[src/rtl/rv32i_types.sv]
// rtl/rv32i_types.sv - shared types for the rv32i memory arbiter
package rv32i_types;

    typedef logic [31:0] rv32i_word;

    typedef enum logic [1:0] {
        IDLE    = 2'd0,
        SERVE_A = 2'd1,
        SERVE_B = 2'd2
    } arb_state_t;

    typedef enum logic {
        OP_READ  = 1'b0,
        OP_WRITE = 1'b1
    } mem_op_t;

    typedef struct packed {
        rv32i_word  address;
        rv32i_word  wdata;
        logic [3:0] wmask;
        mem_op_t    op;
    } mem_req_t;

    localparam mem_req_t REQ_RESET = '{address: '0, wdata: '0, wmask: '0, op: OP_READ};

endpackage

[src/rtl/arb_timeout_counter.sv]
// rtl/arb_timeout_counter.sv - saturating wait counter for a memory transaction
module arb_timeout_counter #(
    parameter int TIMEOUT = 255
) (
    input  logic clk,
    input  logic rst_n,
    input  logic clear,
    input  logic enable,
    output logic expired
);
    // Zero disables the timeout; keep a one-bit counter so the width never collapses.
    localparam int            W     = (TIMEOUT > 0) ? $clog2(TIMEOUT + 1) : 1;
    localparam logic [W-1:0]  LIMIT = W'(TIMEOUT);

    logic [W-1:0] r_count;

    // Count waiting cycles, holding at the limit so expiry stays asserted.
    always_ff @(posedge clk or negedge rst_n) begin
        if (!rst_n) begin
            r_count <= '0;
        end else if (clear) begin
            r_count <= '0;
        end else if (enable && (r_count != LIMIT)) begin
            r_count <= r_count + 1'b1;
        end
    end

    assign expired = (TIMEOUT != 0) && (r_count == LIMIT);

endmodule

[src/rtl/mem_arbiter.sv]
// rtl/mem_arbiter.sv - fetch/data two-port to single memory port arbiter
module mem_arbiter
    import rv32i_types::*;
#(
    parameter int TIMEOUT = 255
) (
    input  logic        clk,
    input  logic        rst_n,
    input  logic        read_a,
    input  rv32i_word   address_a,
    output logic        resp_a,
    output rv32i_word   rdata_a,
    input  logic        read_b,
    input  logic        write_b,
    input  rv32i_word   address_b,
    input  rv32i_word   wdata_b,
    input  logic [3:0]  wmask_b,
    output logic        resp_b,
    output rv32i_word   rdata_b,
    output logic        pmem_read,
    output logic        pmem_write,
    output rv32i_word   pmem_address,
    output rv32i_word   pmem_wdata,
    output logic [3:0]  pmem_wmask,
    input  rv32i_word   pmem_rdata,
    input  logic        pmem_resp,
    output logic        timeout_err
);

    arb_state_t r_state;
    arb_state_t w_next;
    mem_req_t   r_req;
    logic       r_last_b;

    logic w_req_a;
    logic w_req_b;
    logic w_grant_a;
    logic w_grant_b;
    logic w_serving;
    logic w_expired;
    logic w_finish;

    assign w_req_a   = read_a;
    assign w_req_b   = read_b | write_b;
    assign w_serving = (r_state != IDLE);
    // A real response in the expiry cycle wins over the timeout.
    assign w_finish  = w_serving && (pmem_resp || w_expired);

    arb_timeout_counter #(
        .TIMEOUT (TIMEOUT)
    ) u_timeout (
        .clk     (clk),
        .rst_n   (rst_n),
        .clear   (!w_serving),
        .enable  (w_serving && !pmem_resp),
        .expired (w_expired)
    );

    // Grant selection in IDLE and return to IDLE once a transaction finishes.
    always_comb begin
        w_next    = r_state;
        w_grant_a = 1'b0;
        w_grant_b = 1'b0;
        case (r_state)
            IDLE: begin
                if (w_req_a && w_req_b) begin
                    w_grant_a = r_last_b;
                    w_grant_b = !r_last_b;
                end else begin
                    w_grant_a = w_req_a;
                    w_grant_b = w_req_b;
                end
                if (w_grant_a) begin
                    w_next = SERVE_A;
                end else if (w_grant_b) begin
                    w_next = SERVE_B;
                end
            end
            SERVE_A, SERVE_B: begin
                if (w_finish) begin
                    w_next = IDLE;
                end
            end
            default: w_next = IDLE;
        endcase
    end

    // State register, operand latches and fairness history.
    always_ff @(posedge clk or negedge rst_n) begin
        if (!rst_n) begin
            r_state  <= IDLE;
            r_req    <= REQ_RESET;
            r_last_b <= 1'b0;
        end else begin
            r_state <= w_next;
            if (w_grant_a) begin
                r_req <= '{address: address_a, wdata: '0, wmask: '0, op: OP_READ};
            end else if (w_grant_b) begin
                // A simultaneous read and write is treated as a write.
                r_req <= '{address: address_b, wdata: wdata_b, wmask: wmask_b,
                           op: (write_b ? OP_WRITE : OP_READ)};
            end
            if (w_finish) begin
                r_last_b <= (r_state == SERVE_B);
            end
        end
    end

    assign pmem_read    = w_serving && (r_req.op == OP_READ);
    assign pmem_write   = w_serving && (r_req.op == OP_WRITE);
    assign pmem_address = r_req.address;
    assign pmem_wdata   = r_req.wdata;
    assign pmem_wmask   = r_req.wmask;

    assign resp_a      = (r_state == SERVE_A) && pmem_resp;
    assign resp_b      = (r_state == SERVE_B) && pmem_resp;
    assign rdata_a     = resp_a ? pmem_rdata : '0;
    assign rdata_b     = resp_b ? pmem_rdata : '0;
    assign timeout_err = w_serving && w_expired && !pmem_resp;

endmodule

[config.mk]
export PLATFORM = sky130hd
export DESIGN_NAME = mem_arbiter
export DESIGN_NICKNAME = d
export VERILOG_FILES = /design/src/rtl/rv32i_types.sv /design/src/rtl/arb_timeout_counter.sv /design/src/rtl/mem_arbiter.sv
export SDC_FILE = /design/constraint.sdc
export NUM_CORES = 1
export LEC_CHECK = 0
export BUFFER_PORTS_ARGS = -buffer_cell sky130_fd_sc_hd__buf_2
export CAP_MARGIN = 20
export CORE_MARGIN = 8
export CORE_UTILIZATION = 39
export CTS_CLUSTER_SIZE = 8
export DETAILED_ROUTE_END_ITERATION = 6
export PLACE_DENSITY = 0.77
export SLEW_MARGIN = 40
export SYNTH_ARGS = -nofsm -noshare
export SYNTH_HDL_FRONTEND = slang
export SYNTH_HIERARCHICAL = 1
export SYNTH_SLANG_ARGS = --single-unit
export TNS_END_PERCENT = 20
[constraint.sdc]
create_clock -name clk -period 5.6 [get_ports clk]
set_input_delay 1.12 -clock clk [delete_from_list [all_inputs] [get_ports clk]]
set_output_delay 1.12 -clock clk [all_outputs]
set_load 0.005 [all_outputs]
# Word level (Yosys, flattened, before mapping)
# Index checks and enable logic that the tools add are counted.
[classes]
n_addsub = 1
n_eq_ne = 7
n_mux = 17
bitwise_logic = 2
n_reduce_logical = 18
[op_table]
columns = ["operator", "n"]
rows = [
  ["two-way mux 69 bit", 2],
  ["two-way mux 32 bit", 2],
  ["two-way mux 8 bit", 2],
  ["logical AND 1 bit", 10],
  ["adder 8 x 1 -> 8 bit, second input constant", 1],
  ["== test 8 bit, second input constant", 1],
  ["inequality test 8 bit, second input constant", 1],
  ["two-way mux 1 bit", 7],
  ["two-way mux 2 bit", 3],
  ["case mux 2 bit (2 select lines)", 1],
  ["nonzero test 2 bit", 2],
  ["inequality test 3 x 1 -> 1 bit, second input constant", 1],
  ["== test 2 x 1 -> 1 bit, second input constant", 1],
  ["== test 2 bit, second input constant", 1],
  ["zero test 1 bit", 2],
  ["zero test 2 bit", 1],
  ["inequality test 2 x 1 -> 1 bit, second input constant", 1],
  ["inequality test 2 bit, second input constant", 1],
  ["AND reduction 2 bit", 1],
  ["OR reduction 2 bit", 1],
  ["logical OR 1 bit", 1],
  ["NOT 1 bit", 1],
  ["OR 1 bit", 1],
]
[word_totals]
reg_bits = 80
input_bits = 138
output_inout_bits = 137
wordCells = 52

# Depth between registers and ports, before layout
# Gate-level depths: netlist of run 1.
[depth]
depth_word = 7
mapped_depth = 7
mapped_depth_nobuf = 6

# Cells and area by module
# The synthesis of run 1 kept the hierarchy.
[by_module_without_submodules]
columns = ["module", "n_inst", "cells_per_inst", "area_each_um2", "seq_area_each_um2"]
rows = [
  ["mem_arbiter", 1, 454, 4227.8, 1801.7],
  ["arb_timeout_counter", 1, 47, 474.2, 200.2],
]

# Least setup slack after synthesis of run 1
# OpenSTA, ideal clock, no wires.
[synth_path]
kind = "input to output"
startpoint = "in pmem_resp"
endpoint = "out rdata_a[24]"
t_arrival_ns = 1.712
required_time_ns = 4.480
setup_slack_ns = 2.768
cell_stages = 3
cell_sequence = "clkbuf_1 > clkbuf_1 > and3_1"
[synth_via]
elab_chain_len = 2
[synth_rtl]
columns = ["element", "line_no", "source"]
rows = [
  ["start: declaration", "mem_arbiter.sv:26", "input logic pmem_resp,"],
  ["logical AND 1 bit", "mem_arbiter.sv:115", "assign resp_a = (r_state == SERVE_A) && pmem_resp;"],
  ["two-way mux 32 bit", "mem_arbiter.sv:117", "assign rdata_a = resp_a ? pmem_rdata : '0;"],
  ["end: declaration", "mem_arbiter.sv:12", "output rv32i_word rdata_a,"],
]
# No other way between the ends.

# Final worst setup path of run 1
[layout_path]
startpoint = "in pmem_resp"
endpoint = "out timeout_err"
[layout_via]
elab_chain_len = 2
[layout_rtl]
columns = ["element", "line_no", "source"]
rows = [
  ["zero test 1 bit", "mem_arbiter.sv:119", "assign timeout_err = w_serving && w_expired && !pmem_resp;"],
  ["logical AND 1 bit", "mem_arbiter.sv:119", ""],
  ["end: declaration", "mem_arbiter.sv:27", "output logic timeout_err"],
]
# No other way between the ends.

==> reports/metrics.csv, run 1 <==
stage,metric,value,unit
status,status,"finished, final reports clean",
routing,wire length per cell,17.8,um
worst_setup_path,r2r setup slk,3.29,ns
clock_tree,H-Tree Level Count,3,
yosys,Seq cells post-synth,80,
routing,Vias/cell,5.20,
yosys,sequential area share after synthesis,0.426,
global_routing,vias in the first global route,4439,
worst_setup_path,Worst EP arrival,2.21,ns
timing,Final Skew,0.00621,ns
placement,worst setup slack after placement,2.29,ns
final_layout,ratio of cells with drive above 1 in the final layout,0.452,
global_routing,initial antenna violation count,1,
timing,crit share post-route,0.594,
power,NetSw,1.05,mW
floorplan,Top Ports,275,
clock_tree,CTS root buffer,clkbuf_16,
floorplan,chip width,126,um
worst_setup_path,max incr delay on CP,0.58,ns
worst_setup_path,Slowest cell on crit path,buf_2,
placement,Post-Place Cell Area,5550,um2
final_layout,final core occ,0.492,
yosys,post-synthesis cell type count,42,
yosys,Post-Synthesis Cells,501,
worst_setup_path,"most used cell, CP",buf_2,
floorplan,core area,11900,um2
timing,RSZ-0062 raised after global routing,false,
final_layout,post-layout instance area,5860,um2
global_routing,grt total ovfl,0,
yosys,"top cells by area, synth","dfrtp_1, buf_4, and3_1",
routing,total iterations of the first detailed-routing run,4,
timing,fmax,301,MHz
yosys,YS warnings,6,
yosys,Synth Net Count,643,
clock_tree,CTS resizes,0,
worst_setup_path,required time of the worst setup path,4.48,ns
flow_run,max-cap violation count,0,
timing,TNS Setup,0,ns
final_layout,diode count,0,
worst_setup_path,FF-to-FF Start,r_state[1],
power,sequential share of power,0.343,
yosys,syn_area_per_cell,9.39,um2
power,switch share,0.380,
clock_tree,CTS tree,yes,
timing,Worst slew margin,0.503,
timing,Worst-Margin Slew,0.745,ns
yosys,"Cell Area, Synth",4700,um2
clock_tree,CTS Buffer Depth,2,
power,Cell Pwr Density,473,nW/um2
worst_setup_path,startpoint types,input pin,
worst_setup_path,RR Endpoint,pmem_address[13],
routing,drt initial violations,225,
floorplan,Die H,126,um
timing,PnR worst setup slack,2.27,ns
final_layout,"most common cell after layout, fill and taps aside",buf_2,
routing,ANT nets after route,0,
clock_tree,TritonCTS Buffers,9,
global_routing,largest net degree at the start of global routing,81,
floorplan,FP Rows,40,
yosys,Synth top area share,0.426,
placement,Detail Placement HPWL,11000,um
final_layout,fill count,1169,
clock_tree,clk sinks,80,
worst_setup_path,critical-path maximum fanout,68,
worst_setup_path,critical path class,input pin to output port,
power,VDD IR max,0.173,mV
timing,Final Setup Violations,0,
worst_setup_path,crit end category,output port,
floorplan,die area,15800,um2
floorplan,Starting Density,0.395,
power,Int Pwr,1.72,mW
power,LEAKAGE,3.36,nW
placement,RePlAce Congestion,0.761,
power,clock share of power,0.213,
timing,fin crit period,3.33,ns
global_routing,first-pass GRT wire length,23100,um
timing,"Slew Viols, Final",0,
routing,Remaining DRCs,0,
clock_tree,Post-CTS Setup Inserts,0,
worst_setup_path,crit-path cells,buf_2 > nor2_1 > and2_1 > buf_2,
clock_tree,Worst-path clk slew,0.06,ns
timing,final number of hold-violating endpoints,0,
worst_setup_path,CP endpoint,timeout_err,
routing,Vias,4318,
clock_tree,worst skew pair latency,0.33,ns
hold_path,Hold Path Class,register to register,
clock_tree,CTS Hold Buffers Added,0,
final_layout,most frequent cells in the layout,"buf_2, dfrtp_1, and3_1, nand2_1, o21ai_0",
final_layout,Nets,821,
worst_setup_path,crit path from,pmem_resp,
power,Comb power frac,0.444,
worst_setup_path,worst r2r path cells,6,
placement,# port buffers,274,
final_layout,storage element area,2000,um2
final_layout,area of the multi-input gates,1930,um2
yosys,largest area contributor in the netlist,dfrtp_1,
global_routing,GRT Total Usage,0.179,
final_layout,Area growth syn-to-layout,24.6,%
routing,final wirelength,14800,um
synthesized netlist by cell type (all sizes together):
cell     count
a22o        36
a21boi       1
nand3        3
or3          1
ha           4
o31ai        2
nor2b        3
o21ba        1
nand2       39
clkbuf      18
a2bb2oi      1
and4         1
inv          2
o21bai       2
nand4        2
buf         96
o31a         1
nor3         3
o22ai        1
nand2b      15
a41oi        1
or4          1
o2111a       1
dfrtp       80
and2         5
a22oi       21
mux2         3
mux2i        2
nor4bb       1
a21oi       36
a211oi       2
o21ai       45
and3        66
nor2         5
power by group through the flow:
stage	registers [mW]	logic, mW	clock network [mW]
after global placement	0.945	1.24	0
after detailed placement	0.962	1.24	0
after floorplan	0.937	1.08	0
final	0.951	1.23	0.591
after global routing	0.983	1.37	0.639
after CTS	0.951	1.25	0.613
area by class of cell:
| class | count | area share |
|---|---|---|
| sequential | 80 | 0.342 |
| multi-input combinational | 305 | 0.330 |
| timing repair buffer | 281 | 0.244 |
| clock buffer | 9 | 0.0384 |
| tap | 147 | 0.0314 |
| clock inverter | 7 | 0.0137 |
| inverter | 2 | 0.00128 |
sequential cells by signal (all words and copies together) (netlist names):
register,cells
pmem_address,32
pmem_wdata,32
pmem_wmask,4
r_last_b,1
r_req,1
r_state,2
u_timeout/r_count,8
how the worst min path moves through the flow:
stage               cells past startpoint               end              from  slack, ns
CTS                                     2  pmem_address[14]  pmem_address[14]       0.48
floorplan                               2  pmem_address[22]  pmem_address[22]       0.45
global route                            2   pmem_address[6]   pmem_address[6]       0.50
global placement                        2   pmem_address[1]   pmem_address[1]       0.46
finish                                  2  pmem_address[25]  pmem_address[25]       0.47
detailed placement                      2  pmem_address[25]  pmem_address[25]       0.46
worst max-delay path, delay by kind of cell:
family	cells	cell delay (ns)
simple gates	2	0.38
buf+inv	2	0.70
stage by stage:
step / power [mW] / hold WS (ns) / cells
CTS: 2.81 / 0.479 / 831
global placement: 2.18 / 0.458 / 815
floorplan: 2.01 / 0.451 / 501
global route: 2.99 / 0.498 / 831
finish: 2.77 / 0.472 / 831
detailed placement: 2.20 / 0.465 / 815
layer usage:
layer	vias up	track usage	routed length [um]	part of all wire
li1	2077	-	-	-
met2	226	0.308	7130	0.48
met1	1993	0.198	5900	0.40
met5	-	0	12	0.00081
met3	20	0.0755	1520	0.10
met4	2	0.0573	250	0.017
logic make-up after synthesis:
logic type,after synthesis,share of synthesized area
flops,80,0.426
compound gates,151,0.216
mux,5,0.0122
simple gates,145,0.171
fa+ha+maj,4,0.0106
buf+inv,116,0.164
Power figures use the tool's default switching activity.
==> run 2, diff against run 1 <==
==> constraint.sdc (replaced) <==
create_clock -name clk -period 3.2 [get_ports clk]
set_input_delay 0.64 -clock clk [delete_from_list [all_inputs] [get_ports clk]]
set_output_delay 0.64 -clock clk [all_outputs]
set_load 0.005 [all_outputs]
==> run 2 against run 1 <==
  * Critical path depth is 1 higher
  * Combinational power is 76% higher
  * Sequential share of layout area is 0.23 points lower
  * Global-route usage is 0.14 points lower
  * Flip-flop and latch count stayed put
  * Clock skew is 0.0028 ns higher
  * Cell count is 0.36% higher
  * Power is 78% higher
  * Sequential power is 76% higher
  * Via count is 0.14% higher
  * Register-to-register slack worse by 2.3 ns
==> reports/metrics.csv, run 2 (same netlist as run 1, synthesis figures left out) <==
stage,metric,value,unit
floorplan,Starting Density,0.395,
worst_setup_path,WP buf/inv,3,
worst_setup_path,crit end category,output port,
timing,TNS Setup,0,ns
routing,drt initial violations,249,
worst_setup_path,required time of the worst setup path,2.56,ns
worst_setup_path,crit path from,r_state[0],
clock_tree,CTS root buffer,clkbuf_16,
timing,fin crit period,2.41,ns
floorplan,core area,11900,um2
timing,RSZ-0062 raised after global routing,false,
global_routing,initial antenna violation count,0,
floorplan,FP Rows,40,
worst_setup_path,RR Endpoint,pmem_address[26],
global_routing,first-pass GRT wire length,23000,um
final_layout,"most common cell after layout, fill and taps aside",buf_2,
routing,Vias/cell,5.18,
worst_setup_path,crit-path cells,inv_1 > ha_1 > buf_6 > and3_1 > buf_2,
worst_setup_path,critical path class,register to output port,
clock_tree,Post-CTS Setup Inserts,0,
status,status,"finished, final reports clean",
routing,total iterations of the first detailed-routing run,6,
timing,fmax,414,MHz
final_layout,fill count,1152,
flow_run,max-cap violation count,0,
worst_setup_path,FF-to-FF Start,r_state[0],
global_routing,vias in the first global route,4524,
clock_tree,H-Tree Level Count,3,
placement,Detail Placement HPWL,11300,um
placement,RePlAce Congestion,0.800,
timing,Worst slew margin,0.521,
routing,final wirelength,14900,um
floorplan,Die H,126,um
final_layout,ratio of cells with drive above 1 in the final layout,0.451,
routing,wire length per cell,17.9,um
routing,Vias,4324,
power,VDD IR max,0.312,mV
timing,crit share post-route,0.754,
worst_setup_path,Slowest cell on crit path,ha_1,
clock_tree,CTS Hold Buffers Added,0,
final_layout,Nets,824,
worst_setup_path,Crit path max-delay family,buffers and inverters,
final_layout,diode count,0,
placement,Post-Place Cell Area,5580,um2
clock_tree,Worst-path clk slew,0.06,ns
timing,Hold WS,0.356,ns
clock_tree,CTS Buffer Depth,2,
worst_setup_path,CP endpoint,rdata_b[6],
hold_path,Hold Path Class,input pin to async pin,
worst_setup_path,r2r setup slk,1.01,ns
clock_tree,CTS resizes,0,
worst_setup_path,Worst path depth,5,
timing,Final Setup Violations,0,
floorplan,chip width,126,um
worst_setup_path,Worst EP arrival,1.77,ns
timing,Worst-Margin Slew,0.719,ns
power,LEAKAGE,3.39,nW
timing,final number of hold-violating endpoints,0,
worst_setup_path,startpoint types,register,
clock_tree,CTS tree,yes,
final_layout,Area growth syn-to-layout,25.5,%
power,Cell Pwr Density,835,nW/um2
global_routing,largest net degree at the start of global routing,81,
clock_tree,clk sinks,80,
final_layout,most frequent cells in the layout,"buf_2, dfrtp_1, and3_1, nand2_1, o21ai_0",
worst_setup_path,worst r2r path cells,7,
global_routing,grt total ovfl,0,
clock_tree,TritonCTS Buffers,9,
final_layout,post-layout instance area,5900,um2
floorplan,die area,15800,um2
floorplan,Top Ports,275,
routing,Remaining DRCs,0,
timing,"Slew Viols, Final",0,
placement,# port buffers,274,
clock_tree,worst skew pair latency,0.33,ns
worst_setup_path,critical-path maximum fanout,23,
routing,ANT nets after route,0,
timing,Final Skew,0.00905,ns
global_routing,GRT Total Usage,0.178,
worst_setup_path,max incr delay on CP,0.41,ns
[run 2: worst min path at each step]
stage	startpoint	slack (ns)	cells past startpoint	endpoint
after CTS	rst_n	0.38	1	pmem_wdata[25]
after detailed placement	pmem_address[19]	0.47	2	pmem_address[19]
after floorplan	rst_n	0.34	0	pmem_address[0]
final	rst_n	0.36	1	pmem_wdata[29]
after global routing	rst_n	0.41	1	pmem_wdata[29]
after global placement	pmem_address[12]	0.46	2	pmem_address[12]
[run 2: final cells by class]
| type | instances | area, um2 | area share |
|---|---|---|---|
| clock buffers | 11 | 243 | 0.0411 |
| repair buffers | 284 | 1460 | 0.247 |
| multi-input cells | 305 | 1930 | 0.327 |
| inverters | 2 | 7.51 | 0.00127 |
| clock inverters | 5 | 78.8 | 0.0134 |
| well taps | 147 | 184 | 0.0312 |
| flip-flops and latches | 80 | 2000 | 0.339 |
[run 2: layer usage]
| layer | routed length, um | track usage | share of wire |
|---|---|---|---|
| met5 | 0 | 0 | 0 |
| met4 | 193 | 0.0432 | 0.013 |
| met3 | 1570 | 0.0734 | 0.11 |
| met2 | 7220 | 0.313 | 0.48 |
| met1 | 5940 | 0.195 | 0.40 |
[run 2: per-stage QoR]
stage | util | power (mW) | std cells | setup slack, ns
after floorplan | - | 3.53 | 501 | 1.31
after global placement | 0.467 | 3.81 | 817 | 0.939
after detailed placement | 0.468 | 3.87 | 818 | 0.947
after CTS | 0.495 | 4.99 | 834 | 0.583
after global routing | 0.495 | 5.29 | 834 | 0.662
final | 0.495 | 4.93 | 834 | 0.787
[run 2: power by group]
group | total (mW) | internal (mW) | switching, mW
combinational | 2.17 | 0.960 | 1.20
sequential | 1.67 | 1.45 | 0.215
clock | 1.10 | 0.705 | 0.393
total | 4.93 | 3.12 | 1.81
==> run 3, diff against run 2 <==
==> constraint.sdc (replaced) <==
create_clock -name clk -period 2.45 [get_ports clk]
set_input_delay 0.49 -clock clk [delete_from_list [all_inputs] [get_ports clk]]
set_output_delay 0.49 -clock clk [all_outputs]
set_load 0.005 [all_outputs]
==> run 3 against run 2 <==
  * Via count up 1.9%
  * Routed wire length up 2.1%
  * First-iteration DRC count down 9.2%
  * Clock power up 44%
  * Die area unchanged
  * Critical path type unchanged
  * Largest power group unchanged
  * Worst setup slack worse by 0.38 ns
  * Critical endpoint is now rdata_b[25]
==> reports/metrics.csv, run 3 (same netlist as run 1, synthesis figures left out) <==
stage,metric,value,unit
placement,RePlAce Congestion,0.772,
worst_setup_path,max incr delay on CP,0.38,ns
clock_tree,TritonCTS Buffers,9,
routing,Remaining DRCs,0,
routing,ANT nets after route,0,
global_routing,initial antenna violation count,0,
floorplan,die area,15800,um2
worst_setup_path,WP buf/inv,3,
clock_tree,Worst-path clk slew,0.06,ns
final_layout,Area growth syn-to-layout,27.6,%
worst_setup_path,startpoint types,register,
timing,fin crit period,2.04,ns
timing,"Slew Viols, Final",0,
floorplan,Starting Density,0.395,
final_layout,Final Instance Count excl. Fillers,841,
timing,fmax,490,MHz
routing,Vias,4408,
placement,# port buffers,274,
worst_setup_path,Slowest cell on crit path,dfrtp_1,
flow_run,max-cap violation count,0,
final_layout,diode count,0,
timing,final number of hold-violating endpoints,0,
timing,TNS Setup,0,ns
power,VDD IR max,0.499,mV
worst_setup_path,Crit path max-delay family,buffers and inverters,
hold_path,Hold Path Class,input pin to async pin,
global_routing,met2 usage,0.319,
timing,crit share post-route,0.833,
floorplan,Die H,126,um
worst_setup_path,critical-path maximum fanout,34,
status,status,"finished, final reports clean",
final_layout,"most common cell after layout, fill and taps aside",buf_2,
routing,total iterations of the first detailed-routing run,4,
final_layout,Nets,831,
routing,wire length per cell,18.1,um
final_layout,post-layout instance area,6000,um2
global_routing,met3 Usage GRT,0.0688,
placement,Post-Place Cell Area,5650,um2
worst_setup_path,Worst EP arrival,1.55,ns
global_routing,largest net degree at the start of global routing,42,
timing,PnR worst setup slack,0.408,ns
worst_setup_path,crit-path cells,inv_1 > ha_1 > buf_4 > and3_1 > buf_2,
clock_tree,CTS tree,yes,
floorplan,FP Rows,40,
clock_tree,worst skew pair latency,0.33,ns
timing,RSZ-0062 raised after global routing,false,
final_layout,most frequent cells in the layout,"buf_2, dfrtp_1, and3_1, nand2_1, o21ai_0",
timing,Final Setup Violations,0,
global_routing,peak-usage layer in the global routing report,met2,
worst_setup_path,critical path class,register to output port,
clock_tree,CTS Buffer Depth,2,
final_layout,fill count,1150,
timing,Hold WS,0.0386,ns
placement,Detail Placement HPWL,11500,um
global_routing,first-pass GRT wire length,23400,um
global_routing,vias in the first global route,4544,
clock_tree,clk sinks,80,
timing,Worst slew margin,0.703,
clock_tree,CTS Hold Buffers Added,0,
clock_tree,CTS root buffer,clkbuf_16,
timing,Final Skew,0.00456,ns
worst_setup_path,crit end category,output port,
routing,final wirelength,15200,um
worst_setup_path,required time of the worst setup path,1.96,ns
global_routing,GR Layer Usage met1,0.202,
placement,placed insts,825,
power,total power draw,6.64,mW
floorplan,chip width,126,um
power,LEAKAGE,3.44,nW
power,Cell Pwr Density,1110,nW/um2
global_routing,grt total ovfl,0,
global_routing,GRT Total Usage,0.184,
clock_tree,CTS resizes,0,
clock_tree,H-Tree Level Count,3,
timing,Worst-Margin Slew,0.446,ns
clock_tree,Post-CTS Setup Inserts,0,
floorplan,Top Ports,275,
placement,worst setup slack after placement,0.546,ns
routing,Vias/cell,5.24,
routing,drt initial violations,226,
floorplan,core area,11900,um2
final_layout,final core occ,0.504,
final_layout,ratio of cells with drive above 1 in the final layout,0.457,
[run 3: cell types whose count changed in the layout (fill, tap and decap cells not counted)]
cell        change
clkbuf_1        -1
buf_4           +7
clkinvlp_4      +1
ha_2            -1
buf_6           -2
bufinv_16       +1
buf_12          +2
clkinv_4        +1
clkinv_2        -2
ha_1            +1
[run 3: layout make-up]
type | count | area [um2] | area share
Sequential cell | 80 | 2000 | 0.334
Inverter | 2 | 7.51 | 0.00125
Multi-Input combinational cell | 305 | 1930 | 0.321
Clock inverter | 6 | 115 | 0.0192
Timing Repair Buffer | 291 | 1530 | 0.254
Clock buffer | 10 | 239 | 0.0398
Tap cell | 147 | 184 | 0.0307
[run 3: final timing paths]
kind	startpoint	end	slack (ns)	depth (start not counted)
min in group clk	wmask_b[1]	pmem_wmask[1]	0.37	2
max in group asynchronous	rst_n	pmem_wdata[2]	1.84	2
max	r_state[0]	rdata_b[25]	0.41	5
max reg2reg	r_state[0]	pmem_address[6]	0.56	7
min reg2reg	pmem_address[23]	pmem_address[23]	0.47	2
min	rst_n	pmem_wdata[29]	0.04	1
[run 3: routing by layer]
metal | vias up | part of all wire
met1 | 2046 | 0.40
met2 | 250 | 0.48
li1 | 2093 | -
met3 | 19 | 0.11
met4 | 0 | 0.015
met5 | - | 0
[run 3: where the power goes]
part | switching [mW] | leakage (nW) | total [mW] | internal (mW)
clock network | 0.550 | 0.169 | 1.58 | 1.03
logic | 1.60 | 2.27 | 2.89 | 1.28
registers | 0.279 | 0.998 | 2.17 | 1.89
total | 2.43 | 3.44 | 6.64 | 4.21
